==> src/rtl/ddr_arb_pkg.sv <==
// Shared types for the two-requester Avalon-MM DDR arbiter: FSM states,
// requester id and the outstanding-read tag record.
package ddr_arb_pkg;

  // Width of the burstcount carried in a tag; the top's BURST_WIDTH defaults to this.
  localparam int TAG_BC_W = 6;

  typedef enum logic [1:0] {
    ST_IDLE = 2'd0,
    ST_RD   = 2'd1,
    ST_WR   = 2'd2
  } arb_state_e;

  typedef logic req_id_t;

  typedef struct packed {
    req_id_t             id;
    logic [TAG_BC_W-1:0] bc;
  } tag_t;

  // Avalon treats a burstcount of zero as a single beat.
  function automatic logic [TAG_BC_W-1:0] eff_burst(input logic [TAG_BC_W-1:0] bc);
    return (bc == '0) ? TAG_BC_W'(1) : bc;
  endfunction

endpackage

==> src/rtl/ddr_arb_tag_fifo.sv <==
// Synchronous FIFO of outstanding read tags; head entry is visible combinationally.
module ddr_arb_tag_fifo
  import ddr_arb_pkg::*;
#(
  parameter  int DEPTH = 8,
  localparam int AW    = $clog2(DEPTH),
  localparam int CW    = AW + 1
) (
  input  logic          clk,
  input  logic          rst,
  input  logic          push,
  input  tag_t          push_tag,
  input  logic          pop,
  output tag_t          head_tag,
  output logic          full,
  output logic          empty,
  output logic [CW-1:0] count
);

  tag_t          mem_q [DEPTH];
  logic [AW-1:0] wr_ptr_q, wr_ptr_d;
  logic [AW-1:0] rd_ptr_q, rd_ptr_d;
  logic [CW-1:0] count_q, count_d;

  always_comb begin
    wr_ptr_d = wr_ptr_q;
    rd_ptr_d = rd_ptr_q;
    count_d  = count_q;
    if (push) wr_ptr_d = wr_ptr_q + 1'b1;
    if (pop)  rd_ptr_d = rd_ptr_q + 1'b1;
    case ({push, pop})
      2'b10:   count_d = count_q + 1'b1;
      2'b01:   count_d = count_q - 1'b1;
      default: count_d = count_q;
    endcase
  end

  always_ff @(posedge clk or posedge rst) begin
    if (rst) begin
      wr_ptr_q <= '0;
      rd_ptr_q <= '0;
      count_q  <= '0;
    end else begin
      wr_ptr_q <= wr_ptr_d;
      rd_ptr_q <= rd_ptr_d;
      count_q  <= count_d;
    end
  end

  // Storage needs no reset: occupancy and pointers define validity.
  always_ff @(posedge clk) begin
    if (push) mem_q[wr_ptr_q] <= push_tag;
  end

  assign head_tag = mem_q[rd_ptr_q];
  assign full     = (count_q == CW'(DEPTH));
  assign empty    = (count_q == '0);
  assign count    = count_q;

endmodule

==> src/rtl/ddr_amm_arbiter.sv <==
// Round-robin arbiter sharing one Avalon-MM DDR port between two requesters,
// granting whole read commands or whole write bursts and routing read data back by tag.
module ddr_amm_arbiter
  import ddr_arb_pkg::*;
#(
  parameter  int DDR_DATA_WIDTH = 64,
  parameter  int DDR_ADDR_WIDTH = 32,
  parameter  int BURST_WIDTH    = TAG_BC_W,
  parameter  int TAG_DEPTH      = 8,
  localparam int CNT_W          = $clog2(TAG_DEPTH) + 1
) (
  input  logic                      CLK,
  input  logic                      RST,
  input  logic                      local_init_done,
  input  logic [DDR_ADDR_WIDTH-1:0] r0_addr,
  input  logic [DDR_DATA_WIDTH-1:0] r0_wdata,
  input  logic                      r0_ren,
  input  logic                      r0_wen,
  input  logic [BURST_WIDTH-1:0]    r0_burstcount,
  output logic                      r0_wait,
  output logic                      r0_rvalid,
  output logic [DDR_DATA_WIDTH-1:0] r0_rdata,
  input  logic [DDR_ADDR_WIDTH-1:0] r1_addr,
  input  logic [DDR_DATA_WIDTH-1:0] r1_wdata,
  input  logic                      r1_ren,
  input  logic                      r1_wen,
  input  logic [BURST_WIDTH-1:0]    r1_burstcount,
  output logic                      r1_wait,
  output logic                      r1_rvalid,
  output logic [DDR_DATA_WIDTH-1:0] r1_rdata,
  input  logic                      amm_wait,
  input  logic                      amm_rvalid,
  input  logic [DDR_DATA_WIDTH-1:0] amm_rdata,
  output logic [DDR_ADDR_WIDTH-1:0] amm_addr,
  output logic [DDR_DATA_WIDTH-1:0] amm_wdata,
  output logic                      amm_ren,
  output logic                      amm_wen,
  output logic [BURST_WIDTH-1:0]    amm_burstcount,
  output logic                      err_rvalid,
  output arb_state_e                dbg_state,
  output logic [CNT_W-1:0]          dbg_tag_count
);

  // Handshake: a command/beat transfers in a cycle where its ren/wen is high and
  // the matching wait is low; the side raising ren/wen holds everything until then.

  arb_state_e                state_q, state_d;
  req_id_t                   grant_q, grant_d;
  req_id_t                   last_winner_q, last_winner_d;
  logic                      first_q, first_d;
  logic [BURST_WIDTH-1:0]    beat_cnt_q, beat_cnt_d;
  logic [BURST_WIDTH-1:0]    beats_done_q, beats_done_d;
  logic                      err_q, err_d;

  req_id_t                   win;
  logic                      sel_wait, tag_push, tag_pop, tag_full, tag_empty;
  logic                      ret_hit, head_last;
  tag_t                      push_tag, head_tag;
  logic [DDR_ADDR_WIDTH-1:0] sel_addr;
  logic [DDR_DATA_WIDTH-1:0] sel_wdata;
  logic [BURST_WIDTH-1:0]    sel_bc;
  logic                      sel_ren, sel_wen;

  assign sel_addr  = grant_q ? r1_addr       : r0_addr;
  assign sel_wdata = grant_q ? r1_wdata      : r0_wdata;
  assign sel_bc    = grant_q ? r1_burstcount : r0_burstcount;
  assign sel_ren   = grant_q ? r1_ren        : r0_ren;
  assign sel_wen   = grant_q ? r1_wen        : r0_wen;
  assign push_tag  = '{id: grant_q, bc: sel_bc};

  always_comb begin
    state_d        = state_q;
    grant_d        = grant_q;
    last_winner_d  = last_winner_q;
    first_d        = first_q;
    beat_cnt_d     = beat_cnt_q;
    win            = last_winner_q;
    sel_wait       = 1'b1;
    tag_push       = 1'b0;
    amm_addr       = '0;
    amm_wdata      = '0;
    amm_burstcount = '0;
    amm_ren        = 1'b0;
    amm_wen        = 1'b0;
    case (state_q)
      ST_IDLE: begin
        if (local_init_done && (r0_ren || r0_wen || r1_ren || r1_wen)) begin
          if ((r0_ren || r0_wen) && (r1_ren || r1_wen)) win = ~last_winner_q;
          else                                           win = r1_ren || r1_wen;
          grant_d       = win;
          last_winner_d = win;
          first_d       = 1'b1;
          state_d       = (win ? r1_ren : r0_ren) ? ST_RD : ST_WR;
        end
      end
      ST_RD: begin
        amm_addr       = sel_addr;
        amm_wdata      = sel_wdata;
        amm_burstcount = sel_bc;
        amm_ren        = sel_ren & ~tag_full;
        sel_wait       = amm_wait | tag_full;
        if (sel_ren && !tag_full && !amm_wait) begin
          tag_push = 1'b1;
          state_d  = ST_IDLE;
        end
      end
      ST_WR: begin
        amm_addr       = sel_addr;
        amm_wdata      = sel_wdata;
        amm_burstcount = sel_bc;
        amm_wen        = sel_wen;
        sel_wait       = amm_wait;
        // beat_cnt holds the beats still owed after the most recently accepted one.
        if (sel_wen && !amm_wait) begin
          if (first_q) begin
            first_d    = 1'b0;
            beat_cnt_d = sel_bc - 1'b1;
            if (sel_bc <= BURST_WIDTH'(1)) state_d = ST_IDLE;
          end else begin
            beat_cnt_d = beat_cnt_q - 1'b1;
            if (beat_cnt_q <= BURST_WIDTH'(1)) state_d = ST_IDLE;
          end
        end
      end
      default: state_d = ST_IDLE;
    endcase
  end

  assign r0_wait = (grant_q == 1'b0) ? sel_wait : 1'b1;
  assign r1_wait = (grant_q == 1'b1) ? sel_wait : 1'b1;

  always_comb begin
    ret_hit      = amm_rvalid && !tag_empty;
    head_last    = ((beats_done_q + 1'b1) == eff_burst(head_tag.bc));
    tag_pop      = ret_hit && head_last;
    beats_done_d = beats_done_q;
    if (ret_hit) beats_done_d = head_last ? '0 : beats_done_q + 1'b1;
    err_d        = err_q | (amm_rvalid & tag_empty);
  end

  assign r0_rvalid  = ret_hit && (head_tag.id == 1'b0);
  assign r1_rvalid  = ret_hit && (head_tag.id == 1'b1);
  assign r0_rdata   = amm_rdata;
  assign r1_rdata   = amm_rdata;
  assign err_rvalid = err_q;
  assign dbg_state  = state_q;

  always_ff @(posedge CLK or posedge RST) begin
    if (RST) begin
      state_q       <= ST_IDLE;
      grant_q       <= 1'b0;
      last_winner_q <= 1'b1;
      first_q       <= 1'b0;
      beat_cnt_q    <= '0;
      beats_done_q  <= '0;
      err_q         <= 1'b0;
    end else begin
      state_q       <= state_d;
      grant_q       <= grant_d;
      last_winner_q <= last_winner_d;
      first_q       <= first_d;
      beat_cnt_q    <= beat_cnt_d;
      beats_done_q  <= beats_done_d;
      err_q         <= err_d;
    end
  end

  ddr_arb_tag_fifo #(.DEPTH(TAG_DEPTH)) u_tag_fifo (
    .clk      (CLK),
    .rst      (RST),
    .push     (tag_push),
    .push_tag (push_tag),
    .pop      (tag_pop),
    .head_tag (head_tag),
    .full     (tag_full),
    .empty    (tag_empty),
    .count    (dbg_tag_count)
  );

endmodule

==> config.mk <==
export PLATFORM = sky130hd
export DESIGN_NAME = ddr_amm_arbiter
export DESIGN_NICKNAME = d
export VERILOG_FILES = /design/src/rtl/ddr_arb_pkg.sv /design/src/rtl/ddr_arb_tag_fifo.sv /design/src/rtl/ddr_amm_arbiter.sv
export SDC_FILE = /design/constraint.sdc
export NUM_CORES = 1
export LEC_CHECK = 0
export CAP_MARGIN = 20
export CORE_AREA = 2 2 205 207
export DETAILED_ROUTE_END_ITERATION = 10
export DIE_AREA = 0 0 207 209
export PLACE_DENSITY = 0.54
export SYNTH_ARGS = -nofsm -noshare
export SYNTH_HDL_FRONTEND = slang
export SYNTH_HIERARCHICAL = 1
export SYNTH_SLANG_ARGS = --single-unit
==> constraint.sdc <==
create_clock -name CLK -period 5.4 [get_ports CLK]
set_input_delay 0.54 -clock CLK [delete_from_list [all_inputs] [get_ports CLK]]
set_output_delay 0.54 -clock CLK [all_outputs]
set_load 0.02 [all_outputs]
==> results.md <==
- CTS tree: done
- CP Cell Sequence: mux4_1 > mux2_2 > nand2b_1 > o211a_1 > o32a_1 > nor4_4 > and2_1 > ha_1 > or4b_2 > a21o_1 > o221ai_1
- Avg Vias per Cell: 3.872
- Crit path DAT: between 4 and 5 ns
- Final core utilization: 24.57%
- Critical path required time: 5.65 ns
- Slew at the pin closest to its max-slew limit: about 0.86 ns
- Clock latency on the worst-skew pair: 0.34 ns
- Slew Limit Fails: 0
- Psw: between 2 and 2.5 mW
- Remaining DRCs: 0
- Setup TNS: 0 ns
- Max cap viols: 0
- Total Wirelength: 29110 um
- DR pass1 iterations: 4
- Synthesized area: roughly 7000 sq um
- Relative slew margins: 42.50%
- Post-cts resize count: 0
- Inserted Clock Buffers: 9
- Min Tclk post-route: approximately 4.5 ns
- Post-synth EDFFs: 56
- Post-route ant nets: 0
- Yosys warns: 6
- Cell Count, Final, Fillers Out: 1399
- Height of the chip: 209 um
- Worst-path clk slew: 0.06 ns
- Die area: 43260 sq um
- Period utilization: approximately 83%
- Fmax: 224.1 MHz
- Vias in the first global route: 5652
- Synthesis-stage register bit count: 84
- Hold path depth: 1
- I/O pin count: 520
- Largest cells by area after synthesis: edfxtp_1 24%, mux2i_1 15%, buf_4 14%
- Total track usage: 12.99%
- Hold WS: 0.4628 ns
- Pleak: between 3 and 4 nW
- Initial Utilization: 16.86%
- Diode count: 0
- GP Congestion: 0.8103
- Initial antenna violation count: 1
- Clock power frac: between 10% and 20%
- H-tree Lvls: 3
- Share of layout cells above drive strength 1: ~5.1%
- Final count of negative-setup-slack endpoints: 0
- Net count, final: 1146
- Critical path class: register to register
- Syn_nets: a little under 1k
- Hold WC Path Type: register to register
- Routed via count: 5417
- Synth Instances: about 670
- Status: finished, final reports clean
- Dpl hpwl: 24010 um
- Biggest area consumer among synthesized cells: edfxtp_1
- First-pass GRT wire length: 41110 um
- CTS Hold Bufs: 0
- Largest net degree at the start of global routing: 90
- Fraction of registers with async set/reset: 33.33%
- Port Buf Inserts: 327
- Clock Path Buffers: 2
- Top-area cell type share of the netlist area: between 20% and 30%
- Max stage delay on crit path: between 0.7 and 0.8 ns
- Seq pwr share: approximately a fifth
- Register-to-Register Path Depth: 11
- Commonest non-fill, non-tap cell in the layout: clkdlybuf4s50_1
- GRT overflow: 0
- Cell-internal power: 2.865 mW
- Critical path's slowest cell: dfrtp_1
- Setup bufs post-CTS: 0
- P&R area growth vs syn: 45.68%
- Startpoint type of the worst setup path: register
- Layout Skew: 0.005928 ns
- Critical Path End Type: register
- Combinational Power Share: 67.3%
- Synthesized area per cell: 10.38 sq um
- Drt wl/cell: 20.81 um
- Most frequent cells in the layout: 327 x clkdlybuf4s50_1, 107 x nor2b_1, 106 x mux2i_1
- Placed Cells: 1383
- Sequential area share after synthesis: 34.23%
- VDD IR-drop max: 0.0002824 V
- Core ar.: between 40000 and 50000 sq um
- Fin. Hold Viols: 0
- Starting DRT DRC Count: 248
- Power per cell area: 489.9 nW/um^2
- Clock sink count: 84
- Cell row count: 75
- CTS root buf: clkbuf_16
- Synth cell types: 57
- RSZ-0062 raised after global routing: false
- CP Max Fanout: 13
- Top_reg_cell synth: edfxtp_1
- Net Sw Frac: between 40% and 50%
- Die width: 207 um
## cells in the mapped netlist (all sizes together), types with 2 or more instances
library cell and n:
o41ai 3, nand2 20, nand2b 9, a21oi 15, clkbuf 17, xor2 5
inv 19, dfrtp 27, nor2b 107, nor3b 2, o21a 2, or3b 2
edfxtp 56, nor2 21, o21ai 16, and3 2, o211ai 3, nand3 8
ha 13, buf 144, nor4 3, mux2 11, a21o 3, mux4 14
xnor2 12, and2 2, mux2i 108, a32oi 2, nor3 7
## worst paths after layout
| path | start | endpoint | slack [ns] |
|---|---|---|---|
| worst min-delay path | err_rvalid | err_rvalid | 0.46 |
| worst min register to register | err_rvalid | err_rvalid | 0.46 |
| worst max register to register | u_tag_fifo/rd_ptr_q[0] | u_tag_fifo/count[3] | 0.94 |
| worst max-delay path | u_tag_fifo/rd_ptr_q[0] | u_tag_fifo/count[3] | 0.94 |
| max in group asynchronous | RST | grant_q | 4.19 |
| min in group asynchronous | RST | u_tag_fifo/count[1] | 0.52 |
## layer usage
layer / share of wire, % / vias up / routed length (um) / track usage (%)
met1: 45 / 2495 / 13120 / 17.16
met2: 45 / 323 / 12970 / 20.16
met4: 0.52 / 0 / 150 / 1.847
met5: 0 / - / 0 / 0
met3: 9.9 / 12 / 2870 / 5.455
li1: - / 2587 / - / -
## layout make-up
class	count	area, sq um
repair buffers	335	3358
multi-input cells	407	3369
flip-flops and latches	84	2387
inverters	19	71.32
clock buffers	10	229.0
fillers	4475	31150
clock inverters	5	53.80
well taps	539	674.4
## power groups by stage
stage	sequential, mW	combinational, mW	clock [mW]
3_3_place_gp	1.05	3.33	0
6_report	1.04	3.34	0.587
5_1_grt	1.07	3.56	0.627
4_1_cts	1.04	3.36	0.599
2_1_floorplan	0.947	2.20	0
3_5_place_dp	1.05	3.33	0
## critical path: cells and delay by family, from the launching register on
family / cells / cell delay, ns
flip-flops: 1 / 0.76
adder cells (fa/ha/maj): 1 / 0.37
AO/OA/AOI/OAI: 4 / 0.80
AND/OR/NAND/NOR: 4 / 1.49
multiplexers: 2 / 0.95
## kinds of logic (layout without fill, tap and decap cells)
family | after synthesis | count (layout) | share of synthesized area (%)
AND/OR/NAND/NOR | 189 | 189 | 15.85
buffers and inverters | 180 | 369 | 17.41
multiplexers | 133 | 133 | 22.82
flip-flops | 84 | 84 | 34.23
AO/OA/AOI/OAI | 55 | 55 | 5.211
XOR/XNOR | 17 | 17 | 2.138
adder cells (fa/ha/maj) | 13 | 13 | 2.336
## registers in the layout, indices dropped and copies added, names as in the netlist
register and flops:
beat_cnt_q 6, beats_done_q 6, dbg_state 2, err_rvalid 1, first_q 1, grant_q 1
last_winner_q 1, u_tag_fifo/count 4, u_tag_fifo/mem_q 56, u_tag_fifo/rd_ptr_q 3, u_tag_fifo/wr_ptr_q 3
## stage by stage
step | worst slack [ns] | total power [mW] | cell area, sq um
after floorplan | 1.415 | 3.147 | 6963
after global placement | 1.019 | 4.384 | 9841
after detailed placement | 0.9204 | 4.383 | 9841
final | 0.9376 | 4.970 | 10140
after global routing | 0.7183 | 5.258 | 10140
after CTS | 0.9093 | 5.000 | 10120
Note: power is estimated with default switching activity, not from simulation.
